[src/rtl/mem_bank_pwr_seq.sv]
// Power sequencer for NB_BANKS SRAM banks: steps retention entry/exit one bank at a time,
// spacing each pin change by delay_i ticks of the 32 kHz clock.
module mem_bank_pwr_seq #(
  parameter int unsigned NB_BANKS = 4,
  parameter int unsigned DELAY_W  = 8,
  localparam int unsigned IdxW    = (NB_BANKS > 1) ? $clog2(NB_BANKS) : 1
) (
  input  logic                HCLK,
  input  logic                HRESET,
  input  logic                clk32_i,
  input  logic                pwr_req_i,
  input  logic [NB_BANKS-1:0] bank_keep_i,
  input  logic [DELAY_W-1:0]  delay_i,
  output logic                pwr_ack_o,
  output logic                busy_o,
  output logic [NB_BANKS-1:0] mem_sleep_o,
  output logic [NB_BANKS-1:0] mem_gate_o,
  output logic [IdxW-1:0]     bank_idx_o
);

  localparam logic [IdxW-1:0] LastIdx = IdxW'(NB_BANKS - 1);

  typedef enum logic [2:0] {
    StIdle, StDnSleep, StDnGate, StRet, StUpUngate, StUpWake
  } state_e;

  state_e              state_q, state_d;
  logic [IdxW-1:0]     idx_q, idx_d;
  logic [DELAY_W-1:0]  cnt_q, cnt_d;
  logic [NB_BANKS-1:0] sleep_q, sleep_d;
  logic [NB_BANKS-1:0] gate_q, gate_d;
  logic                skip_q, skip_d;
  logic                abort_q, abort_d;
  logic [2:0]          sync_q;
  logic                tick, done, abort, step;

  assign tick  = sync_q[1] & ~sync_q[2];
  // A skipped step lasts exactly one cycle regardless of delay_i.
  assign done  = skip_q | (cnt_q == delay_i);
  assign abort = abort_q | ~pwr_req_i;

  always_comb begin
    state_d = state_q;
    idx_d   = idx_q;
    sleep_d = sleep_q;
    gate_d  = gate_q;
    skip_d  = skip_q;
    abort_d = abort_q;
    cnt_d   = cnt_q + DELAY_W'(tick);
    step    = 1'b0;

    if ((state_q == StDnSleep || state_q == StDnGate) && !pwr_req_i) abort_d = 1'b1;

    unique case (state_q)
      StIdle: begin
        if (pwr_req_i) begin
          state_d = StDnSleep;
          idx_d   = '0;
          step    = 1'b1;
        end
      end
      StDnSleep: begin
        if (done) begin
          step = 1'b1;
          if (abort) begin
            state_d = StUpUngate;
          end else if (!skip_q) begin
            state_d = StDnGate;
          end else if (idx_q == LastIdx) begin
            state_d = StRet;
          end else begin
            idx_d = idx_q + IdxW'(1);
          end
        end
      end
      StDnGate: begin
        if (done) begin
          step = 1'b1;
          if (abort) begin
            state_d = StUpUngate;
          end else if (idx_q == LastIdx) begin
            state_d = StRet;
          end else begin
            state_d = StDnSleep;
            idx_d   = idx_q + IdxW'(1);
          end
        end
      end
      StRet: begin
        if (!pwr_req_i) begin
          state_d = StUpUngate;
          idx_d   = LastIdx;
          step    = 1'b1;
        end
      end
      StUpUngate: begin
        if (done) begin
          state_d = StUpWake;
          step    = 1'b1;
        end
      end
      StUpWake: begin
        if (done) begin
          step = 1'b1;
          if (idx_q == '0) begin
            state_d = StIdle;
          end else begin
            state_d = StUpUngate;
            idx_d   = idx_q - IdxW'(1);
          end
        end
      end
      default: state_d = StIdle;
    endcase

    // Pin changes happen on the edge that enters a step, so its WAIT starts at once.
    if (step) begin
      cnt_d   = '0;
      skip_d  = 1'b0;
      abort_d = 1'b0;
      unique case (state_d)
        StDnSleep: begin
          if (bank_keep_i[idx_d]) skip_d = 1'b1;
          else                    sleep_d[idx_d] = 1'b1;
        end
        StDnGate:  gate_d[idx_d] = 1'b1;
        StUpUngate: begin
          if (!gate_q[idx_d]) skip_d = 1'b1;
          else                gate_d[idx_d] = 1'b0;
        end
        StUpWake:  sleep_d[idx_d] = 1'b0;
        default:   ;
      endcase
    end
  end

  always_ff @(posedge HCLK) begin
    if (HRESET) begin
      state_q <= StIdle;
      idx_q   <= '0;
      cnt_q   <= '0;
      sleep_q <= '0;
      gate_q  <= '0;
      skip_q  <= 1'b0;
      abort_q <= 1'b0;
      sync_q  <= '0;
    end else begin
      state_q <= state_d;
      idx_q   <= idx_d;
      cnt_q   <= cnt_d;
      sleep_q <= sleep_d;
      gate_q  <= gate_d;
      skip_q  <= skip_d;
      abort_q <= abort_d;
      sync_q  <= {sync_q[1:0], clk32_i};
    end
  end

  assign pwr_ack_o   = (state_q == StRet);
  assign busy_o      = (state_q != StIdle) && (state_q != StRet);
  assign mem_sleep_o = sleep_q;
  assign mem_gate_o  = gate_q;
  assign bank_idx_o  = idx_q;

  // A gated bank that is not in retention would lose its contents.
  assert property (@(posedge HCLK) disable iff (HRESET) (gate_q & ~sleep_q) == '0);

endmodule

[config.mk]
export PLATFORM = sky130hd
export DESIGN_NAME = mem_bank_pwr_seq
export DESIGN_NICKNAME = d
export VERILOG_FILES = /design/src/rtl/mem_bank_pwr_seq.sv
export SDC_FILE = /design/constraint.sdc
export NUM_CORES = 1
export LEC_CHECK = 0
export CAP_MARGIN = 30
export CORE_ASPECT_RATIO = 0.7
export CORE_MARGIN = 1
export CORE_UTILIZATION = 53
export DETAILED_ROUTE_END_ITERATION = 6
export PLACE_DENSITY = 0.78
export SLEW_MARGIN = 20
export SYNTH_ARGS = -nofsm -noshare
export SYNTH_HDL_FRONTEND = slang
export SYNTH_SLANG_ARGS = --single-unit
[constraint.sdc]
create_clock -name HCLK -period 2.4 [get_ports HCLK]
set_input_delay 0.24 -clock HCLK [delete_from_list [all_inputs] [get_ports HCLK]]
set_output_delay 0.24 -clock HCLK [all_outputs]
set_load 0.03 [all_outputs]
==> results of run 1 <==
==> timing repair <==
action	in CTS	in global routing
setup buffers	1	5
endpoints found under the setup margin	5	9
resized for setup	12	42
pin swaps	6	13
==> routing by layer <==
| metal | part of all wire [%] | GRT usage [%] | up-vias |
|---|---|---|---|
| met5 | 0 | 0 | - |
| met4 | 4.7 | 9.184 | 0 |
| met3 | 10 | 8.726 | 44 |
| met2 | 46 | 53.10 | 155 |
| met1 | 39 | 45.10 | 889 |
| li1 | - | - | 844 |
==> synthesized netlist by cell type (2+ instances only) <==
cell | n | area (µm²)
o211a_1 | 2 | 20.02
mux2i_1 | 4 | 40.04
xnor2_2 | 2 | 32.53
a21oi_1 | 9 | 45.04
a211oi_1 | 5 | 37.54
and3_2 | 2 | 15.01
o21ai_0 | 21 | 105.1
xnor2_1 | 10 | 87.58
or3_1 | 5 | 31.28
xor2_1 | 2 | 17.52
buf_4 | 2 | 15.01
nor2_1 | 21 | 78.83
nand2_1 | 12 | 45.04
ha_1 | 2 | 25.02
nand3_1 | 10 | 50.05
clkbuf_1 | 2 | 7.510
nand2b_1 | 4 | 25.02
dfxtp_1 | 26 | 520.5
nor3_1 | 4 | 20.02
nor2b_1 | 9 | 56.30
nor3b_1 | 2 | 15.01
inv_1 | 10 | 37.54
buf_2 | 5 | 25.02
nand4_2 | 2 | 25.02
o21a_1 | 2 | 15.01
a21boi_0 | 2 | 15.01
==> worst reg2reg max path, stage by stage, from the launching register on <==
cell and delay (ps):
dfxtp_1 380, inv_1 260, o21ai_4 140, buf_6 160
a32oi_2 180, o211a_1 220, or4b_4 500, or3_4 390
a21oi_2 140
==> area by class of cell <==
cell class / instances / share of cell area, %
Sequential cell: 26 / 21.60
Clock buffer: 4 / 2.210
Inverter: 10 / 1.507
Tap cell: 36 / 1.808
Timing Repair Buffer: 68 / 24.31
Multi-Input combinational cell: 156 / 48.57
==> cells by family after synthesis <==
family | share of synthesized area, %
adder cells (fa/ha/maj) | 1.516
XOR/XNOR | 8.340
flip-flops | 31.54
AND/OR/NAND/NOR | 26.23
buffers and inverters | 5.838
AO/OA/AOI/OAI | 23.20
multiplexers | 3.336
==> per-stage QoR <==
stage	TNS, ps	util [%]	area [µm²]	hold slack (ps)
floorplan	0	-	1650	368.2
global placement	-1899	75.26	2170	433.5
detailed placement	-2590	75.26	2170	451.2
CTS	0	79.17	2282	464.3
global route	-338.2	86.41	2491	488.8
finish	-72.04	86.41	2491	477.9
==> path summary, 6_finish.rpt <==
check	slack, ps	endpoint
setup / recovery	-30	flip-flop
hold / removal	480	flip-flop
setup reg to reg	-30	flip-flop
hold reg to reg	480	flip-flop
==> power breakdown <==
group / internal [mW] / switching [mW]
combinational: 0.121 / 0.124
sequential: 0.438 / 0.0128
clock: 0.147 / 0.151
total: 0.706 / 0.289
==> impl_results.rst, run 1 <==
.. list-table::
   :header-rows: 1

   * - Metric
     - Value
   * - Status
     - complete, but fails checks
   * - Violated checks
     - setup timing
   * - Stages on worst setup path
     - 8
   * - Crit path cell chain
     - inv_1 > o21ai_4 > buf_6 > a32oi_2 > o211a_1 > or4b_4 > or3_4 > a21oi_2
   * - CTS tree
     - yes
   * - Setup violators final
     - 5
   * - ANT cells
     - 0
   * - Overall routed net length
     - 5.996 mm
   * - Post-layout instance count excluding filler cells
     - 300
   * - Number of filler instances in the final layout
     - 146
   * - Final clock period utilization by the worst path
     - 101.4%
   * - Netlist Area Pre-Place
     - 1650 µm²
   * - Routability congestion estimate from global placement
     - 0.9302
   * - Remaining max-slew budget at the tightest pin
     - 64.12%
   * - Number of buffers added on ports
     - 27
   * - Slew of the pin with the lowest slew margin
     - 531.3 ps
   * - Post-route antenna net violation count
     - 0
   * - Required @ worst endpoint
     - 2620 ps
   * - Shortest clock period the worst path allows after layout
     - 2432 ps
   * - Fin worst setup slack
     - -32.45 ps
   * - DIE HEIGHT
     - 48.69 µm
   * - Post-route clock skew
     - 6.990 ps
   * - CTS Sinks
     - 26
   * - Post-synthesis register bit count
     - 26
   * - Nature of the critical path endpoint
     - flip-flop
   * - Worst r2r src
     - skip_q
   * - Clock input transition at the sequential cells of the worst setup and hold paths
     - 90 ps
   * - Post-synthesis sequential area ratio
     - 31.54%
   * - DRC violation count after routing
     - 0
   * - Asr flop ratio synth
     - 0%
   * - Area of the multi-input gates
     - 1210 µm²
   * - Horizontal extent of the die
     - 68.70 µm
   * - Number of antenna violations at the first check in global routing
     - 0
   * - Synthesis Warnings
     - 0
   * - Cell chosen for the clock root
     - clkbuf_8
   * - Number of global-route vias before repair
     - 1750
   * - Setup crit start kind
     - flip-flop
   * - Clock Latency Late Sink
     - 280 ps
   * - Peak supply drop
     - 0.0003363 V
   * - Per-instance average area after synthesis
     - 8.170 µm²
   * - Starting utilization of the core area
     - 57.25%
   * - Worst slack, placed
     - -408.1 ps
   * - WHS Path Cells
     - 2
   * - Number of vias in the routed layout
     - 1932
   * - R2R cell count
     - 8
   * - Share of final-layout standard cells stronger than drive strength 1
     - 32.95%
   * - Final HPWL from detailed placement
     - 3.695 mm
   * - Overflow left after global routing
     - 0
   * - Final Power
     - 0.9950 mW
   * - Final count of pins violating max slew
     - 0
   * - Die Outline Area
     - 3344 µm²
   * - Number of H-tree branching levels
     - 1
   * - Number of buffers between clock root and the deepest sink
     - 2
   * - Power per standard cell area
     - 399.4 nW/µm²
   * - Std-Cell Rows
     - 16
   * - Gate Count Post-Synth
     - 202
   * - CP Buf/Inv Count
     - 2
   * - Synthesized net count
     - 220
   * - DRC marker count from the first detailed-route iteration
     - 286
   * - Largest net degree at the start of global routing
     - 15
   * - Count of hold buffers inserted by post-cts repair
     - 0
   * - Prevailing post-synth register cell
     - dfxtp_1
   * - Placed Cells
     - 290
   * - Delay of the slowest cell on the worst path
     - 500 ps
   * - First-pass GRT wire length
     - 8.438 mm
   * - Most common cell after layout, fill and taps aside
     - buf_4
   * - Ports
     - 28
   * - Synth-to-Final Area Change
     - 50.95%
   * - Leakage Power
     - 1.004 nW
   * - Commonest cells after routing, fill and taps aside
     - 37 x buf_4, 21 x nor2_1, 18 x dfxtp_1, 18 x clkdlybuf4s50_1, 17 x o21ai_0
   * - Maximum frequency from static timing analysis
     - 411.1 MHz
   * - Crit path arrival time
     - 2650 ps
   * - Number of synthesized flops with an enable pin
     - 0
   * - Critical path class
     - flip-flop to flip-flop
   * - Gr usage total
     - 33.69%
   * - CORE AREA
     - 2883 µm²
   * - Average wire length per cell after detail routing
     - 19.99 µm
   * - TritonCTS buffer count
     - 3
   * - Timing startpoint of the critical path
     - skip_q
   * - Largest delay contributor family on the critical path
     - simple AND/OR/NAND/NOR gates
   * - Sequential cell area
     - 538.0 µm²
   * - Number of nets in the finished design
     - 283
   * - Worst min-delay path class
     - flip-flop to flip-flop
   * - Maximum fanout along the worst path
     - 6
   * - TritonRoute pass-1 iters
     - 5
   * - Number of maximum-capacitance constraint violations
     - 0
   * - Netlist cell types
     - 51
   * - Detailed-route vias per instance
     - 6.440
   * - Total count of hold-check failures in the final report
     - 0
   * - Critical-path cell with the highest stage delay
     - or4b_4
Power figures use the tool's default switching activity.
==> inputs of run 2 (changes only) <==
- CORE_MARGIN: 1 -> not set
==> results of run 2 <==
Same layout as run 1: the final DEF is identical, and so are final timing and power.
